## src/rtl/kpg_pkg.sv

```systemverilog
// -----------------------------------------------------------------------------
// kpg_pkg
//   Shared definitions for the serial KPG subtractor:
//     - ASCII kill/propagate/generate characters used to tag carry status
//     - FSM state encoding
//     - kpg_encode  : per-bit status from a minuend bit and an inverted
//                     subtrahend bit
//     - kpg_combine : prefix operator, "p" passes the lower status through
// -----------------------------------------------------------------------------
package kpg_pkg;

    localparam logic [7:0] KPG_K = 8'h6B;  // "k": carry killed
    localparam logic [7:0] KPG_P = 8'h70;  // "p": carry propagated
    localparam logic [7:0] KPG_G = 8'h67;  // "g": carry generated

    typedef enum logic [1:0] {
        IDLE = 2'd0,
        RUN  = 2'd1,
        DONE = 2'd2
    } state_t;

    // nb is the already-inverted subtrahend bit, so this is plain adder KPG.
    function automatic logic [7:0] kpg_encode(input logic a, input logic nb);
        logic [7:0] ch;
        if (a & nb)
            ch = KPG_G;
        else if (~a & ~nb)
            ch = KPG_K;
        else
            ch = KPG_P;
        return ch;
    endfunction

    function automatic logic [7:0] kpg_combine(input logic [7:0] hi, input logic [7:0] lo);
        return (hi == KPG_P) ? lo : hi;
    endfunction

endpackage

```

## src/rtl/kpg_chunk_sub.sv

```systemverilog
// -----------------------------------------------------------------------------
// kpg_chunk_sub
//   Combinational CHUNK-bit slice of a + ~b + cin using a serial KPG prefix.
//   The incoming carry is folded in as a "g"/"k" status at the bottom of the
//   prefix chain, so a run of "p" bits resolves to the incoming carry.
//
// Ports
//   i_a    in  CHUNK  minuend slice
//   i_nb   in  CHUNK  inverted subtrahend slice
//   i_cin  in  1      carry into bit 0 of the slice
//   o_sum  out CHUNK  sum slice
//   o_cout out 1      carry out of the slice
// -----------------------------------------------------------------------------
module kpg_chunk_sub
    import kpg_pkg::*;
#(
    parameter int CHUNK = 8
) (
    input  logic [CHUNK-1:0] i_a,
    input  logic [CHUNK-1:0] i_nb,
    input  logic             i_cin,
    output logic [CHUNK-1:0] o_sum,
    output logic             o_cout
);

    logic [7:0] w_pref;   // status of everything below the current bit
    logic [7:0] w_bit;    // status of the current bit alone

    always_comb begin
        w_pref = i_cin ? KPG_G : KPG_K;
        w_bit  = KPG_K;
        o_sum  = '0;
        for (int i = 0; i < CHUNK; i++) begin
            w_bit    = kpg_encode(i_a[i], i_nb[i]);
            o_sum[i] = i_a[i] ^ i_nb[i] ^ (w_pref == KPG_G);
            w_pref   = kpg_combine(w_bit, w_pref);
        end
        o_cout = (w_pref == KPG_G);
    end

endmodule

```

## src/rtl/kpg_serial_subtractor.sv

```systemverilog
// -----------------------------------------------------------------------------
// kpg_serial_subtractor
//   Multi-cycle WIDTH-bit subtractor: diff = a - b - bin (mod 2^WIDTH),
//   computed as a + ~b + ~bin one CHUNK-bit slice per cycle, LSB slice first.
//   WIDTH must be a multiple of CHUNK with at least two slices.
//
// Ports
//   clk        in   1      clock, rising edge
//   rst        in   1      synchronous reset, active-high
//   in_valid   in   1      operands presented
//   in_ready   out  1      high only in IDLE
//   a          in   WIDTH  minuend
//   b          in   WIDTH  subtrahend
//   bin        in   1      borrow-in
//   out_valid  out  1      result valid (DONE)
//   out_ready  in   1      consumer takes result
//   diff       out  WIDTH  registered difference
//   bout       out  1      borrow-out (a < b + bin, unsigned)
//   xout       out  8      final carry status, "g" or "k"
//   zf/nf/vf   out  1      zero/negative/signed-overflow flags
//                          (present only with KPG_SUB_FLAGS_EN defined)
// -----------------------------------------------------------------------------
module kpg_serial_subtractor
    import kpg_pkg::*;
#(
    parameter int WIDTH = 64,
    parameter int CHUNK = 8
) (
    input  logic             clk,
    input  logic             rst,
    input  logic             in_valid,
    output logic             in_ready,
    input  logic [WIDTH-1:0] a,
    input  logic [WIDTH-1:0] b,
    input  logic             bin,
    output logic             out_valid,
    input  logic             out_ready,
    output logic [WIDTH-1:0] diff,
    output logic             bout,
    output logic [7:0]       xout
`ifdef KPG_SUB_FLAGS_EN
    ,
    output logic             zf,
    output logic             nf,
    output logic             vf
`endif
);

    localparam int NCHUNK = WIDTH / CHUNK;
    localparam int IDX_W  = (NCHUNK > 1) ? $clog2(NCHUNK) : 1;
    localparam logic [IDX_W-1:0] LAST_IDX = IDX_W'(NCHUNK - 1);

    state_t r_state;
    state_t w_next;

    logic [IDX_W-1:0] r_idx;
    logic [WIDTH-1:0] r_a;      // minuend shifts out, finished slices shift in
    logic [WIDTH-1:0] r_nb;     // inverted subtrahend, shifts out
    logic             r_carry;
    logic [WIDTH-1:0] r_diff;
    logic             r_bout;
    logic [7:0]       r_xout;

    logic [CHUNK-1:0] w_sum;
    logic             w_cout;
    logic [WIDTH-1:0] w_a_next;
    logic             w_accept;
    logic             w_run;
    logic             w_last;

    assign w_accept = (r_state == IDLE) && in_valid;
    assign w_run    = (r_state == RUN);
    assign w_last   = w_run && (r_idx == LAST_IDX);
    // After the last slice this is the complete difference.
    assign w_a_next = {w_sum, r_a[WIDTH-1:CHUNK]};

    kpg_chunk_sub #(
        .CHUNK (CHUNK)
    ) u_chunk (
        .i_a    (r_a[CHUNK-1:0]),
        .i_nb   (r_nb[CHUNK-1:0]),
        .i_cin  (r_carry),
        .o_sum  (w_sum),
        .o_cout (w_cout)
    );

    // ---- FSM: state register ----
    always_ff @(posedge clk) begin
        if (rst)
            r_state <= IDLE;
        else
            r_state <= w_next;
    end

    // ---- FSM: next state ----
    always_comb begin
        w_next = r_state;
        case (r_state)
            IDLE:    if (in_valid) w_next = RUN;
            RUN:     if (r_idx == LAST_IDX) w_next = DONE;
            DONE:    if (out_ready) w_next = IDLE;
            default: w_next = IDLE;
        endcase
    end

    // ---- FSM: outputs ----
    always_comb begin
        in_ready  = (r_state == IDLE);
        out_valid = (r_state == DONE);
    end

    // ---- Operand / carry datapath (no reset needed, reloaded on accept) ----
    always_ff @(posedge clk) begin
        if (w_accept) begin
            r_a     <= a;
            r_nb    <= ~b;
            r_carry <= ~bin;
        end else if (w_run) begin
            r_a     <= w_a_next;
            r_nb    <= r_nb >> CHUNK;
            r_carry <= w_cout;
        end
    end

    // ---- Slice index and visible results ----
    // The result registers load only on the last slice, so nothing partial
    // ever reaches diff/bout/xout.
    always_ff @(posedge clk) begin
        if (rst) begin
            r_idx  <= '0;
            r_diff <= '0;
            r_bout <= 1'b0;
            r_xout <= KPG_K;
        end else begin
            if (w_accept)
                r_idx <= '0;
            else if (w_run)
                r_idx <= r_idx + 1'b1;
            if (w_last) begin
                r_diff <= w_a_next;
                r_bout <= ~w_cout;
                r_xout <= w_cout ? KPG_G : KPG_K;
            end
        end
    end

    assign diff = r_diff;
    assign bout = r_bout;
    assign xout = r_xout;

`ifdef KPG_SUB_FLAGS_EN
    logic r_a_msb;
    logic r_b_msb;
    logic r_zf;
    logic r_nf;
    logic r_vf;

    always_ff @(posedge clk) begin
        if (w_accept) begin
            r_a_msb <= a[WIDTH-1];
            r_b_msb <= b[WIDTH-1];
        end
    end

    always_ff @(posedge clk) begin
        if (rst) begin
            r_zf <= 1'b0;
            r_nf <= 1'b0;
            r_vf <= 1'b0;
        end else if (w_last) begin
            r_zf <= (w_a_next == '0);
            r_nf <= w_sum[CHUNK-1];
            r_vf <= (r_a_msb ^ r_b_msb) & (r_a_msb ^ w_sum[CHUNK-1]);
        end
    end

    assign zf = r_zf;
    assign nf = r_nf;
    assign vf = r_vf;
`endif

endmodule

```

## config.mk

```make
export PLATFORM = sky130hd
export DESIGN_NAME = kpg_serial_subtractor
export DESIGN_NICKNAME = d
export VERILOG_FILES = /design/src/rtl/kpg_pkg.sv /design/src/rtl/kpg_chunk_sub.sv /design/src/rtl/kpg_serial_subtractor.sv
export SDC_FILE = /design/constraint.sdc
export NUM_CORES = 1
export LEC_CHECK = 0
export ABC_CLOCK_PERIOD_IN_PS = 4830
export CORE_ASPECT_RATIO = 0.7
export CORE_MARGIN = 5
export CORE_UTILIZATION = 30
export CTS_CLUSTER_SIZE = 8
export DETAILED_ROUTE_END_ITERATION = 6
export GPL_ROUTABILITY_DRIVEN = 0
export SETUP_SLACK_MARGIN = 0.4
export SYNTH_ARGS = -nofsm -noshare
export SYNTH_HDL_FRONTEND = slang
export SYNTH_SLANG_ARGS = --single-unit
```

## constraint.sdc

```tcl
create_clock -name clk -period 4.83 [get_ports clk]
set_input_delay 0.483 -clock clk [delete_from_list [all_inputs] [get_ports clk]]
set_output_delay 0.483 -clock clk [all_outputs]
set_load 0.01 [all_outputs]
```

**After elaboration in Yosys (flattened, before gate mapping)**

Index checks and enable logic that the tools add are counted.

- Reductions and logical operators: 6
- $lt $le $gt $ge: 0
- Divide/modulo/power cells: 0
- Bitwise logic cells: 51
- Multipliers: 0
- Add/sub/neg operators: 1
- Muxes and demuxes: 36
- Equality and inequality tests: 23
- Shift operators: 0

Operators by type and width:

| cell | number |
|---|---|
| $mux 64 | 4 |
| $eq 8x7->1 const B | 17 |
| $mux 8 | 16 |
| $not 64->64 | 1 |
| $mux 5 | 8 |
| $not 1->1 | 18 |
| $and 1x1->1 | 16 |
| $xor 1x1->1 | 16 |
| $mux 4 | 2 |
| $mux 2 | 3 |
| $pmux 2 s3 | 1 |
| $ne 2x1->1 const B | 2 |
| $add 3x1->3 const B | 1 |
| $eq 3x3->1 const B | 1 |
| $reduce_and 3->1 | 1 |
| $eq 2x1->1 const B | 1 |
| $eq 2x2->1 const B | 1 |
| $logic_and 1x1->1 | 2 |
| $logic_not 2->1 | 1 |
| $mux 1 | 2 |
| $ne 2x2->1 const B | 1 |
| $reduce_bool 2->1 | 1 |
| $reduce_or 2->1 | 1 |

- Bits in writable memories: 0
- Output and inout bits: 75
- Latch bits: 0
- Memory bits (read-only): 0
- Register bits: 207
- Memories: 0

**Longest topological paths before layout**

Gate-level depths: netlist of run 1.

- Word-level depth: 16
- Mapped depth: 7
- Depth with buffers taken out: 7

**Cells and area by module**

Synthesis of run 1 repeated with hierarchy kept, for this count alone.

- Cell total of the unflattened synthesis: 721
- Area, all modules: 9,349.0 um2

By module, submodules not included:

| module | area each (um2) | instances | cells each | sequential area each (um2) |
|---|---|---|---|---|
| kpg_serial_subtractor | 8,844.7 | 1 | 655 | 5,315.1 |
| kpg_chunk_sub | 504.2 | 1 | 66 | 0.0 |

**Least setup slack after synthesis of run 1**

Ideal clock, no wire load.

- Path type: in2reg
- Start: input in_valid
- End: register r_a[0] (enable)
- Setup slack: 1,248 ps
- Setup time: 482 ps
- Stages on the path: 2
- Buffers on the path: 0
- Data arrival time: 3,100 ps
- Data required time: 4,348 ps
- Path through: o21bai_1 > inv_1

- Longest elaborated chain between the ends: 2

RTL lines:

| what | RTL line | source |
|---|---|---|
| from (decl) | kpg_serial_subtractor.sv:31 | `input logic in_valid,` |
| $logic_and 1x1->1 | kpg_serial_subtractor.sv:71 | `assign w_accept = (r_state == IDLE) && in_valid;` |
| $reduce_bool 2->1 (no source line) | -- |  |
| to (signal assigned) | kpg_serial_subtractor.sv:119 | `r_a <= w_a_next;` |
| to (decl) | kpg_serial_subtractor.sv:57 | `logic [WIDTH-1:0] r_a;` |

Every way passes these cells.
A chain may end at the register's enable or synchronous reset.

**Worst setup path in the final report of run 1**

- Start: register r_a[1]
- End: register r_a[62] (data pin)

- Longest elaborated chain between the ends: 14

RTL lines:

| what | RTL line | source |
|---|---|---|
| $not 1->1 | kpg_pkg.sv:27 | `else if (~a & ~nb)` |
| $and 1x1->1 | kpg_pkg.sv:27 |  |
| $mux 5 | kpg_pkg.sv:27 |  |
| $mux 8 * | kpg_pkg.sv:25 | `if (a & nb)` |
| $eq 8x7->1 | kpg_pkg.sv:35 | `return (hi == KPG_P) ? lo : hi;` |
| $mux 8 * (5 in series) | kpg_pkg.sv:35 |  |
| $eq 8x7->1 * | kpg_chunk_sub.sv:35 | `o_sum[i] = i_a[i] ^ i_nb[i] ^ (w_pref == KPG_G);` |
| $xor 1x1->1 * | kpg_chunk_sub.sv:35 |  |
| $mux 64 * | kpg_serial_subtractor.sv:118 | `end else if (w_run) begin` |
| $mux 64 * | kpg_serial_subtractor.sv:114 | `if (w_accept) begin` |

Every way passes the cells marked *; elsewhere a longest branch is shown, timed or not. The select of a mux whose other input is x is not followed.

==> results by group, run 1 <==
Status
  – Outcome: complete, no violations

Die
  – Initial core utilization: a little under a third
  – Num ports: about 210
  – Row cnt: 51
  – Die Y: 149.8 um
  – Die Area: 0.03140 sq mm
  – Core area: 0.02763 sq mm
  – Die Wd: 209.7 um

Clock network
  – CTS buffer count: 29
  – CTS Hold Bufs: 0
  – CTS tree: done
  – Clk_lat worst skew: 0.53 ns
  – CTS Buffer Depth: 3
  – Clock transition at path regs: 0.06 ns
  – Root buf cell: clkbuf_16
  – Clock tree sinks: 201
  – PostCTS Resize Cnt: 0
  – Post-CTS Setup Inserts: 0
  – H-tree Lvls: 1

Global routing
  – Grt total ovfl: 0
  – GRT Total Usage: 14.46%
  – Vias in the first global route: 6,542
  – Pin count of the biggest net entering global routing: approximately 120
  – First-pass GRT wire length: 35,890 um
  – Initial antenna violation count: 1

Synth
  – Warnings, synthesis: 0
  – Seq cells post-synth: 201
  – Share of the synthesized area in the top cell type: 46.26%
  – Sequential fraction of the synthesis area: 63.48%
  – Dominant cells by area after synthesis: edfxtp_1, dfxtp_1, nand2_1
  – Syn_area_per_cell: 9.782 sq um
  – Cell count after synthesis: 856
  – Area of the mapped netlist: around 0.0084 sq mm
  – EDFF count, synth: around 130
  – Post-synth ARST share: 0%
  – Cell taking the most area after synthesis: edfxtp_1
  – Post-synth cell types: 48
  – Main flop type after synthesis: edfxtp_1

Pwr
  – NetSw: 0.001082 W
  – Worst vdd ir: 0.2536 mV
  – Sequential share of power: a little under half
  – Internal power: between 0.003 and 0.004 W
  – Lkg Pwr: roughly 4.4 nW
  – Switch share: 24.36%
  – PwrDens: 386.8 mW/mm^2
  – Combinational fraction of design power: between 10% and 20%
  – Clk pwr share: 41.1%

Worst setup path
  – Worst path slowest cell: or4b_1
  – Slowest cell delay on critical path: 0.53 ns
  – Cell family with most CP delay: simple AND/OR/NAND/NOR gates
  – Crit Path Max Fanout: 3
  – CP Capture Type: register
  – Crit Path Class: reg -> reg
  – Buf/Inv on CP: 1
  – Worst setup SP type: register
  – CP Cell Sequence: inv_1, ha_1, or3b_4, and3_4, or4b_1, a21boi_0, o31ai_1
  – CP required: ~5.1 ns
  – Worst EP arrival: approximately 2.9 ns

Routing
  – Detailed router's first-iteration violation count: approximately 440
  – Pre-Repair DR Iteration Count: 5
  – # DRC: 0
  – Post-route ant nets: 0
  – Via density: 4.506
  – Final wirelength: 23,510 um
  – Detailed-route via count: 6,453
  – Routed len/inst: approximately 16 um

Timing
  – Fin. Hold Viols: 0
  – RSZ-0062 raised after global routing: false
  – Final min period: between 2 and 3 ns
  – Tcrit/Tclk final: 53.81%
  – Worst relative slew slack: 27.45%
  – Peak Freq: between 300 and 400 MHz
  – Setup_tns: 0 ns
  – Worst slew pin tran: 1.088 ns
  – Slew Viols, Final: 0
  – Final setup violation count: 0
  – Clk_skew: between 0.01 and 0.015 ns
  – Final worst slack: 2.231 ns

Layout
  – N_diodes: 0
  – Finished Cell Area: 0.01148 sq mm
  – Area grow syn2layout: 37.15%
  – Fin nets: 1,192
  – FILL cells: around 2,700
  – Layout cell share with drive strength beyond 1: 4.713%

Place
  – Placement Cell Area: 0.01067 sq mm
  – Hpwl dp: roughly 16,000 um
  – Pre-CTS WS: between 1.5 and 2 ns
  – IO Port Bufs: 201

Job
  – Maxcap violations: 0

Min path
  – Worst hold path class: reg -> reg
==> power by group through the flow <==
stage          Clock [W]  Sequential, W  Combinational (W)
4_1_cts          0.00189        0.00212           0.000509
2_1_floorplan          0        0.00211           0.000293
5_1_grt          0.00195        0.00213           0.000569
3_5_place_dp           0        0.00215           0.000506
3_3_place_gp           0        0.00215           0.000496
6_report         0.00183        0.00211           0.000500
==> metal layers <==
layer | wire [um] | track usage, % | vias up
li1 | - | - | 3228
met1 | 10910 | 20.49 | 2999
met2 | 10310 | 22.22 | 188
met3 | 1834 | 4.065 | 36
met4 | 454 | 3.163 | 2
met5 | 7 | 0 | -
==> area by class of cell <==
type                    instances  area, sq um  share of cell area (%)
flip-flops and latches        201         5315                   46.28
multi-input cells             585         2763                   24.06
repair buffers                208         2059                   17.93
clock buffers                  48        797.0                   6.941
well taps                     371        464.2                   4.042
inverters                      17        68.82                  0.5993
clock inverters                 2        16.27                  0.1416
==> final timing paths <==
| kind | cells past startpoint | end | from | slack [ns] |
|---|---|---|---|---|
| setup / recovery | 7 | r_a[62] | r_a[1] | 2.23 |
| hold / removal | 2 | diff[31] | diff[31] | 0.45 |
| setup reg to reg | 7 | r_a[62] | r_a[1] | 2.23 |
| hold reg to reg | 2 | diff[31] | diff[31] | 0.45 |
==> cells by family after synthesis <==
| logic type | after synthesis | share of synthesized area [%] |
|---|---|---|
| adders and majority gates | 17 | 2.630 |
| muxes | 1 | 0.1196 |
| other | 2 | 0.08969 |
| and+or+nand+nor | 413 | 20.02 |
| buffers and inverters | 74 | 3.855 |
| xor gates and xnor gates | 2 | 0.2092 |
| AOI/OAI and AO/OA | 146 | 9.594 |
| DFF | 201 | 63.48 |
==> cells in the mapped netlist, types with 3 or more instances <==
cell,count
o21ai_0,58
a21oi_1,65
nand3_1,4
dfxtp_1,72
a211o_1,4
nor3_1,4
inv_1,17
buf_4,6
ha_1,16
nor2b_1,3
buf_1,10
nor3b_1,6
a211oi_1,4
and2_1,3
edfxtp_1,129
clkbuf_1,38
buf_6,3
nor2_1,20
nand2_1,358
==> worst min-delay path, cell delays in order, from the launching register on <==
cell	delay (ns)
dfxtp_1	0.30
nand2_1	0.05
a21oi_1	0.05
==> flip-flops by register name, indices dropped and copies added, names as in the netlist <==
register	cells
r_a	64
r_carry	1
r_nb	64
xout	2
r_state	2
bout	1
r_idx	3
diff	64
==> stage by stage <==
stage               hold slack (ns)  util (%)  std cells  power [W]
floorplan                    0.4802         -        860   0.002408
global placement             0.4421     38.62       1382   0.002644
detailed placement           0.4485     38.62       1382   0.002653
CTS                          0.4553     41.56       1432   0.004511
global route                 0.4746     41.56       1432   0.004654
finish                       0.4510     41.56       1432   0.004442
==> cell usage in the layout (no fill, tap or decap), drive strengths merged, types with 3 or more instances in the layout <==
master,synthesis,final
nor2,20,20
buf,19,8
a21oi,65,65
nor3b,6,6
edfxtp,129,129
ha,16,16
nor3,4,4
clkbuf,38,48
conb,2,6
clkdlybuf4s50,0,200
nand2,358,358
and2,3,3
nor2b,3,3
a211o,4,4
a211oi,4,4
dfxtp,72,72
inv,17,18
nand3,4,4
o21ai,58,58
Power figures use the tool's default switching activity.
==> run 2: changes to the inputs <==
--- a/config.mk
+++ b/config.mk
@@ -5,7 +5,7 @@
 export SDC_FILE = /design/constraint.sdc
 export NUM_CORES = 1
 export LEC_CHECK = 0
-export ABC_CLOCK_PERIOD_IN_PS = 4830
+export ABC_CLOCK_PERIOD_IN_PS = 2250
 export CORE_ASPECT_RATIO = 0.7
 export CORE_MARGIN = 5
 export CORE_UTILIZATION = 30
==> constraint.sdc (replaced) <==
create_clock -name clk -period 2.25 [get_ports clk]
set_input_delay 0.225 -clock clk [delete_from_list [all_inputs] [get_ports clk]]
set_output_delay 0.225 -clock clk [all_outputs]
set_load 0.01 [all_outputs]
==> run 2 against run 1 <==
  * The run now ends with setup timing left
  * Cell area grew 5.0%
  * Clock power rose by 110%
  * Critical path depth unchanged
  * Combinational power grew to 2.8 times the previous value
==> results by group, run 2 (synthesis gave the netlist of run 1 again) <==
Timing
  – Clk_skew: 0.01695 ns
  – Slew Viols, Final: 0
  – Worst relative slew slack: between 60 and 70%
  – Tcrit/Tclk final: 101.0%
  – Fin. Hold Viols: 0
  – Final worst slack: -0.02269 ns
  – Setup_tns: -0.02285 ns
  – Final setup violation count: 2
  – Final min period: about 2.3 ns
  – Worst slew pin tran: between 0.5 and 0.6 ns
  – Peak Freq: 440.0 MHz
  – RSZ-0062 raised after global routing: true

Routing
  – Via density: 4.498
  – Post-route ant nets: 0
  – Final wirelength: 24,080 um
  – Routed len/inst: 16.46 um
  – Detailed-route via count: 6,581
  – Detailed router's first-iteration violation count: 319
  – # DRC: 0
  – Pre-Repair DR Iteration Count: 5

Layout
  – FILL cells: 2,639
  – Area grow syn2layout: 44.02%
  – Multi-input gate area in the final layout: around 0.0030 sq mm
  – Commonest non-fill, non-tap cell in the layout: nand2_1
  – Most frequent cells in the layout: nand2_1, clkdlybuf4s50_1, edfxtp_1
  – N_diodes: 0
  – Fin nets: 1,220
  – Layout cell share with drive strength beyond 1: 9.982%
  – Sequential cell area: 0.005316 sq mm

Global routing
  – GRT Total Usage: 14.89%
  – Grt total ovfl: 0
  – Initial antenna violation count: 1
  – First-pass GRT wire length: 36,830 um
  – Pin count of the biggest net entering global routing: 73
  – Vias in the first global route: 6,402

Worst setup path
  – Worst setup SP type: register
  – Crit Path Class: reg -> reg
  – CP Cell Sequence: inv_2, ha_4, or3b_4, and3_4, or4b_4, nor3b_4, o31ai_1
  – Crit Path Max Fanout: 2
  – Slowest cell delay on critical path: 0.50 ns
  – RR Endpoint: r_a[62]
  – CP required: between 2 and 3 ns
  – Reg2Reg Depth: 7
  – Worst EP arrival: ~2.6 ns
  – Reg2reg setup slack: -0.02 ns
  – Worst path slowest cell: or4b_4
  – CP Capture Type: register
  – FF-to-FF Start: r_nb[1]

Clock network
  – CTS Buffer Depth: 3
  – CTS Hold Bufs: 0
  – Clock transition at path regs: ~0.050 ns
  – Clock tree sinks: about 200
  – H-tree Lvls: 1
  – CTS buffer count: 29
  – Root buf cell: clkbuf_16
  – Clk_lat worst skew: ~0.52 ns
  – CTS tree: done

Place
  – IO Port Bufs: 201
  – Hpwl dp: 16,650 um

Min path
  – Worst hold path class: in -> reg
  – Worst hold stages: 3
  – Min-delay src: rst
  – Hold EP: diff[63]

Pwr
  – Worst vdd ir: about 0.48 mV
  – Lkg Pwr: 4.596 nW
  – PwrDens: 816.6 mW/mm^2
  – Total power: roughly 0.0098 W

Status
  – Outcome: complete, but fails checks
  – Failing checks: setup timing

Die
  – Num ports: about 210
  – Row cnt: 51
  – Die Y: 149.8 um
  – Core area: 0.02763 sq mm
  – Die Area: 0.03140 sq mm
  – Initial core utilization: between 30% and 40%
  – Die Wd: 209.7 um

Job
  – Maxcap violations: 0
## run 2: how the worst max path moves through the flow
| stage | start | to | slack (ns) | depth (start not counted) |
|---|---|---|---|---|
| after global routing | r_nb[1] | r_a[60] | -0.09 | 10 |
| after CTS | r_nb[1] | r_a[62] | -0.01 | 7 |
| after floorplan | r_state[0] | r_a[0] | -0.57 | 2 |
| after detailed placement | r_a[1] | r_a[62] | -0.07 | 7 |
| final | r_nb[1] | r_a[62] | -0.02 | 7 |
| after global placement | r_nb[1] | r_a[62] | -0.01 | 7 |
## run 2: layer usage
layer | wire, um | track usage (%)
met5 | 20 | 0
met1 | 11660 | 22.06
met2 | 10370 | 21.78
met4 | 434 | 3.032
met3 | 1597 | 4.254
## run 2: stage by stage
stage / util [%] / instances / area [sq um] / hold WS (ns) / setup WS (ns)
after detailed placement: 39.87 / 1399 / 11020 / 0.4458 / -0.06633
after CTS: 43.27 / 1458 / 11960 / 0.1042 / -0.01093
after global routing: 43.64 / 1463 / 12060 / 0.1109 / -0.08867
final: 43.64 / 1463 / 12060 / 0.1175 / -0.02269
after floorplan: - / 860 / 8486 / 0.3994 / -0.5669
after global placement: 39.87 / 1399 / 11020 / 0.4422 / -0.01149
## run 2: timing repair
item	4_1_cts	5_1_grt
buffers inserted	6	5
gates resized for setup	18	14
hold endpoints to repair	0	0
setup endpoints to repair	18	58
pin swaps	13	10
## run 2: critical path, delay by kind of cell (launching register included)
family,cells,cell delay [ns]
AND/OR/NAND/NOR,4,1.23
flip-flops,1,0.39
adder cells (fa/ha/maj),1,0.20
AO/OA/AOI/OAI,1,0.18
buffers and inverters,1,0.09
## run 2: power by group
part / leakage [nW] / internal [W] / switching [W]
Combinational: 2.30 / 0.000673 / 0.000721
Sequential: 1.91 / 0.00436 / 0.000168
Clock: 0.389 / 0.00240 / 0.00152
## run 2: cell type report
cell class,count,share of cell area [%]
Multi-Input combinational cell,585,24.67
Tap cell,371,3.849
Sequential cell,201,44.09
Clock inverter,1,0.07263
Clock buffer,52,6.734
Timing Repair Buffer,236,20.02
Inverter,17,0.5603
==> run 3: changes to the inputs <==
--- a/config.mk
+++ b/config.mk
@@ -7,7 +7,7 @@
 export LEC_CHECK = 0
 export ABC_CLOCK_PERIOD_IN_PS = 2250
 export CORE_ASPECT_RATIO = 0.7
-export CORE_MARGIN = 5
+export CORE_MARGIN = 10
 export CORE_UTILIZATION = 30
 export CTS_CLUSTER_SIZE = 8
 export DETAILED_ROUTE_END_ITERATION = 6
==> run 3 against run 2 <==
  * The run still ends with setup timing left
  * Sequential cell count is the same
  * Cell count shrank 0.14%
  * Power grew 1.0%
  * Via count grew 0.46%
  * Combinational power is essentially flat
  * Utilization is essentially flat
  * Wire length grew 5.8%
  * Non-clock buffer count shrank 4
  * Cell area is essentially flat
  * Fmax shrank 1.4%
  * Largest cell class unchanged
==> results by group, run 3 (synthesis gave the netlist of run 1 again) <==
Status
  – Outcome: complete, but fails checks
  – Failing checks: setup timing

Clock network
  – CTS tree: done
  – Clock tree sinks: roughly 200
  – H-tree Lvls: 1
  – Clk_lat worst skew: between 0.5 and 0.6 ns
  – CTS buffer count: 29
  – Root buf cell: clkbuf_16
  – CTS Buffer Depth: 3
  – CTS Hold Bufs: 0
  – Clock transition at path regs: 0.05 ns

Die
  – Core area: 0.02763 sq mm
  – Row cnt: just over 50
  – Die Wd: 219.7 um
  – Die Area: 0.03510 sq mm
  – Die Y: 159.8 um
  – Num ports: 208
  – Initial core utilization: 30.30%

Timing
  – Slew Viols, Final: 0
  – Worst relative slew slack: 66.38%
  – Tcrit/Tclk final: 102.5%
  – Peak Freq: 433.8 MHz
  – WHS: 0.08227 ns
  – Fin. Hold Viols: 0
  – RSZ-0062 raised after global routing: true
  – Clk_skew: 0.01585 ns
  – Final min period: 2.305 ns
  – Final worst slack: -0.05530 ns
  – Worst slew pin tran: just over 0.5 ns
  – Final setup violation count: 2

Place
  – Hpwl dp: between 15,000 and 20,000 um
  – IO Port Bufs: about 200
  – Pre-CTS WS: -0.04664 ns
  – Placement Cell Area: 0.01102 sq mm

Worst setup path
  – Slowest cell delay on critical path: 0.49 ns
  – Worst path slowest cell: or4b_4
  – Reg2Reg Depth: 7
  – CP Cell Sequence: inv_2, ha_4, or3b_4, and3_4, or4b_4, nor3b_4, o31ai_2
  – Crit Path Class: reg -> reg
  – Crit Path Max Fanout: 2
  – Buf/Inv on CP: 1
  – Worst setup SP type: register
  – Worst EP arrival: around 2.7 ns
  – Reg2reg setup slack: -0.06 ns
  – Cell family with most CP delay: simple AND/OR/NAND/NOR gates
  – FF-to-FF Start: r_a[1]
  – CP Capture Type: register
  – RR Endpoint: r_a[62]
  – CP required: 2.61 ns

Min path
  – Min-delay src: rst
  – Worst hold path class: in -> reg
  – Worst hold stages: 3
  – Hold EP: diff[63]

Layout
  – FILL cells: 2,719
  – Commonest non-fill, non-tap cell in the layout: nand2_1
  – Fin nets: roughly 1,200
  – Area grow syn2layout: 44.11%
  – Layout cell share with drive strength beyond 1: 10.01%
  – Most frequent cells in the layout: nand2_1, clkdlybuf4s50_1, edfxtp_1
  – Finished Cell Area: 0.01207 sq mm

Global routing
  – GRT Total Usage: 13.89%
  – First-pass GRT wire length: 38,300 um
  – Met2 Usage GRT: 21.25%
  – Initial antenna violation count: 3
  – Global-route met3 utilization: 4.304%
  – Grt total ovfl: 0
  – Met1 usage: 18.87%
  – Vias in the first global route: about 6,400
  – Gr busiest metal: met2
  – Pin count of the biggest net entering global routing: 69

Routing
  – Via density: 4.525
  – Pre-Repair DR Iteration Count: 5
  – Post-route ant nets: 0
  – # DRC: 0
  – Detailed-route via count: 6,611
  – Routed len/inst: about 17 um
  – Final wirelength: approximately 25,000 um
  – Detailed router's first-iteration violation count: 448

Job
  – Maxcap violations: 0

Pwr
  – Lkg Pwr: approximately 4.6 nW
  – Total power: 0.009946 W
  – PwrDens: between 800 and 900 mW/mm^2
  – Worst vdd ir: 0.6361 mV
==> run 3: changes by cell type in the layout (fill, tap and decap cells not counted), moves of 2 or more <==
cell	change
nand2_2	+2
nand2_1	-2
ha_4	+2
buf_4	-5
ha_1	-2
==> run 3: worst max path at each step <==
stage	to	cells past startpoint	start	slack [ns]
after floorplan	r_a[0]	2	r_state[0]	-0.57
after global placement	r_a[62]	7	r_nb[1]	-0.004
after detailed placement	r_a[62]	7	r_a[1]	-0.05
after CTS	r_a[62]	7	r_nb[1]	-0.08
after global routing	r_a[62]	7	r_a[1]	-0.12
final	r_a[62]	7	r_a[1]	-0.06
==> run 3: cell type report <==
class | count | area (sq um) | share of cell area (%)
Clock inverter | 2 | 15.01 | 0.1244
Sequential cell | 201 | 5316 | 44.06
Timing Repair Buffer | 232 | 2389 | 19.79
Antenna cell | 1 | 2.502 | 0.02074
Clock buffer | 52 | 822.0 | 6.813
Tap cell | 371 | 464.2 | 3.847
Multi-Input combinational cell | 585 | 2990 | 24.78
Inverter | 17 | 67.56 | 0.5599
==> run 3: worst register-to-register path: stages, from the launching register on <==
cell	delay, ns
edfxtp_1	0.41
inv_2	0.08
ha_4	0.19
or3b_4	0.38
and3_4	0.19
or4b_4	0.49
nor3b_4	0.18
o31ai_2	0.19
==> run 3: report_power, final <==
group | switching (W) | total [W] | internal, W
Combinational | 0.000713 | 0.00139 | 0.000675
Clock | 0.00159 | 0.00403 | 0.00244
Sequential | 0.000169 | 0.00453 | 0.00436
==> run 3: repair_timing <==
| item | 4_1_cts | 5_1_grt |
|---|---|---|
| setup endpoints to repair | 17 | 39 |
| gates resized for setup | 24 | 12 |
| endpoints found under the hold margin | 0 | 0 |
| setup buffers | 5 | 2 |
| pin swaps | 12 | 3 |
==> run 3: per-layer routing <==
layer  wire length [um]  vias up  share of wire (%)
met5                 18        -              0.071
met4                434        2                1.7
met3               1971       36                7.7
met2              11440      183                 45
met1              11600     3110                 46
li1                   -     3280                  -
==> run 3: per-stage QoR <==
step	cells	TNS, ns	util (%)
CTS	1458	-0.09148	43.40
detailed placement	1399	-0.04664	39.87
global route	1460	-0.2850	43.66
finish	1461	-0.08757	43.67
floorplan	860	-73.15	-
global placement	1399	-0.004067	39.87
